### src/rtl/tile_loop_controller.sv
// Tile loop controller: walks the output-block grid of one input-depth slice,
// fetching one input tile per block and launching the PE array on it.
//
// Ports:
//   clk, reset_n        clock, async active-low reset
//   data_prepare_i      level start request; also gates DONE -> IDLE
//   block_width_i/height_i, data_id_i, size_type_i
//                       pass configuration, latched on start
//   fetch_req_o/gnt_i   tile fetch handshake; tile_x/y/id/size_o describe the tile
//   pe_start_o/done_i   PE launch pulse and completion
//   loop_finished_o     one-cycle pulse when the last block is done
//   busy_o              high whenever not IDLE
//   stall_cnt_o         stall cycle counter (build with TILE_PERF_CNT_EN),
//                       otherwise tied to 0
module tile_loop_controller #(
    parameter int BLK_W   = 8,
    parameter int ID_W    = 4,
    parameter int COORD_W = 11,
    parameter int CNT_W   = 16
) (
    input  logic               clk,
    input  logic               reset_n,
    input  logic               data_prepare_i,
    input  logic [BLK_W-1:0]   block_width_i,
    input  logic [BLK_W-1:0]   block_height_i,
    input  logic [ID_W-1:0]    data_id_i,
    input  logic               size_type_i,
    output logic               fetch_req_o,
    input  logic               fetch_gnt_i,
    output logic [COORD_W-1:0] tile_x_o,
    output logic [COORD_W-1:0] tile_y_o,
    output logic [ID_W-1:0]    tile_id_o,
    output logic [3:0]         tile_size_o,
    output logic               pe_start_o,
    input  logic               pe_done_i,
    output logic               loop_finished_o,
    output logic               busy_o,
    output logic [CNT_W-1:0]   stall_cnt_o
);

    typedef enum logic [2:0] {
        IDLE,
        LOAD,
        COMPUTE,
        NEXT,
        DONE
    } state_t;

    state_t             state;
    logic [BLK_W-1:0]   col;
    logic [BLK_W-1:0]   row;
    logic [BLK_W-1:0]   col_last;
    logic [BLK_W-1:0]   row_last;
    logic               small_q;

    logic               row_end;
    logic               last_blk;
    logic [BLK_W-1:0]   col_nx;
    logic [BLK_W-1:0]   row_nx;
    logic [COORD_W-1:0] stride;
    logic [COORD_W-1:0] x_nx;
    logic [COORD_W-1:0] y_nx;

    // Raster order, column fastest; next position precomputed so the
    // registered coordinates are valid in the first LOAD cycle.
    assign row_end  = (col == col_last);
    assign last_blk = row_end && (row == row_last);
    assign col_nx   = row_end ? '0 : col + 1'b1;
    assign row_nx   = row_end ? row + 1'b1 : row;
    assign stride   = small_q ? COORD_W'(4) : COORD_W'(6);
    assign x_nx     = COORD_W'(col_nx) * stride;
    assign y_nx     = COORD_W'(row_nx) * stride;

    always_ff @(posedge clk or negedge reset_n) begin
        if (!reset_n) begin
            state           <= IDLE;
            col             <= '0;
            row             <= '0;
            col_last        <= '0;
            row_last        <= '0;
            small_q         <= 1'b0;
            fetch_req_o     <= 1'b0;
            tile_x_o        <= '0;
            tile_y_o        <= '0;
            tile_id_o       <= '0;
            tile_size_o     <= '0;
            pe_start_o      <= 1'b0;
            loop_finished_o <= 1'b0;
            busy_o          <= 1'b0;
        end else begin
            unique case (state)
                IDLE: begin
                    if (data_prepare_i) begin
                        state       <= LOAD;
                        busy_o      <= 1'b1;
                        fetch_req_o <= 1'b1;
                        col         <= '0;
                        row         <= '0;
                        // A zero block count still means one block.
                        col_last    <= (block_width_i == '0) ?
                                       '0 : block_width_i - 1'b1;
                        row_last    <= (block_height_i == '0) ?
                                       '0 : block_height_i - 1'b1;
                        small_q     <= size_type_i;
                        tile_x_o    <= '0;
                        tile_y_o    <= '0;
                        tile_id_o   <= data_id_i;
                        tile_size_o <= size_type_i ? 4'd6 : 4'd8;
                    end
                end
                LOAD: begin
                    if (fetch_gnt_i) begin
                        state       <= COMPUTE;
                        fetch_req_o <= 1'b0;
                        pe_start_o  <= 1'b1;
                    end
                end
                COMPUTE: begin
                    pe_start_o <= 1'b0;
                    // done in the launch cycle belongs to the previous tile
                    if (pe_done_i && !pe_start_o) begin
                        state           <= NEXT;
                        loop_finished_o <= last_blk;
                    end
                end
                NEXT: begin
                    loop_finished_o <= 1'b0;
                    if (last_blk) begin
                        state <= DONE;
                    end else begin
                        state       <= LOAD;
                        fetch_req_o <= 1'b1;
                        col         <= col_nx;
                        row         <= row_nx;
                        tile_x_o    <= x_nx;
                        tile_y_o    <= y_nx;
                    end
                end
                DONE: begin
                    if (!data_prepare_i) begin
                        state  <= IDLE;
                        busy_o <= 1'b0;
                    end
                end
                default: begin
                    state <= IDLE;
                end
            endcase
        end
    end

`ifdef TILE_PERF_CNT_EN
    logic [CNT_W-1:0] stall_q;
    logic             stall_now;

    assign stall_now = ((state == LOAD) && !fetch_gnt_i) ||
                       ((state == COMPUTE) && !pe_start_o && !pe_done_i);

    always_ff @(posedge clk or negedge reset_n) begin
        if (!reset_n) begin
            stall_q <= '0;
        end else if ((state == IDLE) && data_prepare_i) begin
            stall_q <= '0;
        end else if (stall_now && (stall_q != '1)) begin
            stall_q <= stall_q + 1'b1;
        end
    end

    assign stall_cnt_o = stall_q;
`else
    assign stall_cnt_o = '0;
`endif

endmodule

### config.mk
export PLATFORM = sky130hd
export DESIGN_NAME = tile_loop_controller
export DESIGN_NICKNAME = d
export VERILOG_FILES = /design/src/rtl/tile_loop_controller.sv
export SDC_FILE = /design/constraint.sdc
export NUM_CORES = 1
export LEC_CHECK = 0
export ABC_AREA = 1
export CAP_MARGIN = 5
export CORE_UTILIZATION = 30
export DETAILED_ROUTE_END_ITERATION = 8
export GPL_ROUTABILITY_DRIVEN = 0
export MAX_ROUTING_LAYER = met4
export SYNTH_ARGS = -nofsm -noshare
export SYNTH_HDL_FRONTEND = slang
export SYNTH_SLANG_ARGS = --single-unit
### constraint.sdc
create_clock -name clk -period 8.4 [get_ports clk]
set_input_delay 0.84 -clock clk [delete_from_list [all_inputs] [get_ports clk]]
set_output_delay 0.84 -clock clk [all_outputs]
set_load 0.02 [all_outputs]
==> results.py <==
metrics = {
    "detailed_routing": {
        "detail-route-antenna-nets": 0,
        "routed_wire_length_um": 10200,
        "detailroute.via_count": 3910,
        "avgRoutedWirePerCell_um": 12.0,
        "route.detailed.drc": 0,
        "drt_first_pass_iters": 4,
        "met3_wirelength_um": 265,
        "routedLengthMet1_um": 4770,
        "met2_length_um": 5010,
        "vias_per_cell": 4.57,
        "detail_route.iter0.violations": 169,
        "highest-signal-layer": "met4",
    },
    "global_route": {
        "grt.total_usage_pct": 14.6,
        "antenna_found_initial": 0,
        "global_route.overflow_total": 0,
        "first_pass_grt_wire_length_um": 18100,
        "pin_count_of_the_biggest_net_entering_global_routing": 66,
        "grt_pass1_vias": 3961,
    },
    "worst_setup_path": {
        "worstPathMaxFanout": 24,
        "cpPeakStageDelay_ns": 0.46,
        "critical_path_required_ns": 8.62,
        "worst-r2r-setup-slack_ns": 5.23,
        "critical_path.cell_chain": "inv_1 -> nand2_1 -> nand2_1 -> nor2_1 -> nand2_1 -> nor2_8 -> nand2_1 -> nand2_1 -> nor2_1 -> ha_1 -> ha_1 -> fa_1 -> nand3_1 -> nand2_1 -> or2_2 -> nand4_1 -> nand2_1",
        "end_kind": "register",
        "timing.setup.critical_path_class": "register to register",
        "cpMostUsedCell": "sky130_fd_sc_hd__nand2_1",
        "critPathSlowestCell": "sky130_fd_sc_hd__dfrtp_1",
        "worstSetupStartpointType": "register",
        "crit_path_dat_ns": 3.39,
    },
    "synthesis": {
        "yosysTopAreaCell": "sky130_fd_sc_hd__dfrtp_1",
        "post_synth_instance_area_um2": 4500,
        "synth.top_cells.by_area": "sky130_fd_sc_hd__dfrtp_1, sky130_fd_sc_hd__nand2_1, sky130_fd_sc_hd__ha_1",
        "synth-seq-cells": 65,
        "synth.avg_cell_area_um2": 7.30,
        "synth-warning-count": 0,
        "synthesis.instances": 617,
        "share_of_the_yosys_chip_area_belonging_to_registers_pct": 36.1,
        "netlist-cell-type-count": 35,
        "synthDominantCellAreaShare_pct": 36.1,
    },
    "final_layout": {
        "nets": 727,
        "layout_common_cells": "sky130_fd_sc_hd__nand2_1, sky130_fd_sc_hd__dfrtp_1, sky130_fd_sc_hd__inv_1, sky130_fd_sc_hd__nand3_1, sky130_fd_sc_hd__clkdlybuf4s50_1",
        "post_route_cells_drive_above_1_share_pct": 5.80,
        "final_common_cell": "sky130_fd_sc_hd__nand2_1",
        "fillers": 1571,
        "multi_input_comb_area_um2": 2420,
        "area_growth_syn_to_layout_pct": 21.1,
        "ant_diodes": 0,
        "layout.area.seq_um2": 1630,
    },
    "timing": {
        "worst_max_slew_pin_slew_ns": 1.09,
        "layout_min_cycle_time_ns": 3.17,
        "hold_vio_cnt_final": 0,
        "largest_clock_skew_in_the_final_design_ns": 0.00818,
        "final_min_period_over_clock_period_pct": 37.7,
        "holdWs_ns": 0.490,
        "final_max_slew_viol_count": 0,
        "fin_tns_setup_ns": 0,
        "fmax_mhz": 315,
        "rsz0062_at_grt": "no",
        "timing.final.setup_violations": 0,
        "slew-limit-headroom_pct": 27.3,
    },
    "cts": {
        "cts_tree": "done",
        "cts.path.max_buffers": 2,
        "cts_inserted_buffers": 9,
        "post_cts_resize_count": 0,
        "clkTransAtPathRegs_ns": 0.06,
        "cts_setup_buffers": 0,
        "worstSkewPairLatency_ns": 0.33,
        "h-tree-depth": 3,
        "clk_root_buf": "sky130_fd_sc_hd__clkbuf_16",
        "numClockSinks": 65,
        "post_cts_hold_buffer_count": 0,
    },
    "power_and_ir_drop": {
        "switching_share_pct": 43.5,
        "p_per_area_nw_per_um2": 358,
        "power_report.internal_total_mw": 1.10,
        "cellLeakagePower_nw": 2.98,
        "combinationalPowerShare_pct": 49.6,
        "power_share_of_the_clock_group_pct": 21.3,
        "switchingPower_mw": 0.850,
        "vdd_ir_drop_max_mv": 0.122,
        "share_seq_of_total_power_pct": 29.0,
        "power_mw": 1.95,
    },
    "status": {
        "run_status": "finished, final reports clean",
    },
    "floorplan": {
        "floorplan.initialDensity_pct": 30.9,
        "die_area_um2": 15500,
        "top_level_ports": 76,
        "die_y_um": 125,
        "dieWidth_um": 125,
        "coreArea_um2": 14600,
        "std_cell_rows": 44,
    },
    "worst_hold_path": {
        "timing.hold.worst.class": "register to register",
    },
    "placed_design": {
        "place_hpwl_um": 7610,
        "port_buffers": 56,
    },
    "job": {
        "cap_violations": 0,
    },
}
[logic make-up (layout without fill, tap and decap cells)]
family                   after synthesis  after routing  synth area share, %
adder cells (fa/ha/maj)               34             34                 9.78
other                                  1             19               0.0833
flip-flops                            65             65                 36.1
AND/OR/NAND/NOR                      343            343                 32.6
AO/OA/AOI/OAI                         41             41                 5.28
buffers and inverters                110            147                 11.6
XOR/XNOR                              23             23                 4.47
[registers in the layout, summed over array words and instances (netlist names)]
name and flops:
tile_y_o 10, state 3, fetch_req_o 1, row 8
tile_size_o 2, tile_id_o 4, tile_x_o 10, loop_finished_o 1
busy_o 1, col_last 8, pe_start_o 1, col 8
row_last 8
[per-stage QoR]
stage	instances	instance area [um^2]	worst slack (ns)	utilization, %
2_1_floorplan	635	4570	5.56	-
3_3_place_gp	840	5120	4.98	35.1
3_5_place_dp	840	5120	4.95	35.1
4_1_cts	856	5450	5.21	37.4
5_1_grt	856	5450	4.94	37.4
6_report	856	5450	5.23	37.4
[cell usage after synthesis]
library cell / count
sky130_fd_sc_hd__o22ai_1: 15
sky130_fd_sc_hd__a21o_1: 1
sky130_fd_sc_hd__nand2_1: 212
sky130_fd_sc_hd__fa_1: 2
sky130_fd_sc_hd__nor2_4: 1
sky130_fd_sc_hd__ha_1: 32
sky130_fd_sc_hd__a21oi_1: 10
sky130_fd_sc_hd__a21boi_0: 1
sky130_fd_sc_hd__buf_6: 3
sky130_fd_sc_hd__nand4_1: 14
sky130_fd_sc_hd__inv_2: 8
sky130_fd_sc_hd__buf_2: 5
sky130_fd_sc_hd__xor2_1: 14
sky130_fd_sc_hd__nor2_2: 1
sky130_fd_sc_hd__dfrtp_1: 65
sky130_fd_sc_hd__a21oi_2: 1
sky130_fd_sc_hd__o21ai_1: 2
sky130_fd_sc_hd__nand2_2: 2
sky130_fd_sc_hd__buf_1: 1
sky130_fd_sc_hd__o21a_1: 1
sky130_fd_sc_hd__xnor2_1: 9
sky130_fd_sc_hd__nor3_1: 12
sky130_fd_sc_hd__nor2_1: 36
sky130_fd_sc_hd__o21ai_0: 9
sky130_fd_sc_hd__nand2_4: 2
sky130_fd_sc_hd__clkinv_1: 1
sky130_fd_sc_hd__or2_2: 5
sky130_fd_sc_hd__buf_4: 22
sky130_fd_sc_hd__nand3_1: 56
sky130_fd_sc_hd__conb_1: 1
sky130_fd_sc_hd__clkbuf_1: 6
sky130_fd_sc_hd__inv_1: 64
sky130_fd_sc_hd__o31ai_1: 1
sky130_fd_sc_hd__nor2_8: 1
sky130_fd_sc_hd__nor4_1: 1
[critical path: cells and delay by family (launching register included)]
kind                       cells  cell delay, ns
and+or+nand+nor               13            1.52
adders and majority gates      3            0.96
DFF                            1            0.46
buffers and inverters          1            0.10
[worst paths after layout]
check | depth (start not counted) | end | start
worst max-delay path | 17 | tile_y_o[7] | col[0]
worst min-delay path | 2 | tile_id_o[0] | tile_id_o[0]
worst max register to register | 17 | tile_y_o[7] | col[0]
worst min register to register | 2 | tile_id_o[0] | tile_id_o[0]
max in group asynchronous | 2 | tile_x_o[8] | reset_n
min in group asynchronous | 2 | col_last[0] | reset_n
[routing by layer]
metal	up-vias	GRT usage, %
met5	-	-
met4	0	5.03
met3	14	2.88
met2	50	25.3
met1	1816	16.9
li1	2030	-
[final cells by class]
class	count	share of cell area [%]
multi-input cells	460	44.4
flip-flops and latches	65	29.8
repair buffers	58	10.5
inverters	73	5.03
clock buffers	12	4.70
well taps	184	4.22
clock inverters	4	1.38
[power by group through the flow]
stage	combinational (mW)	sequential, mW	clock, mW
finish	0.970	0.568	0.417
global route	1.11	0.590	0.439
CTS	0.985	0.570	0.428
detailed placement	0.977	0.575	0
global placement	0.971	0.577	0
floorplan	0.669	0.599	0
(Power assumes the default switching activity.)
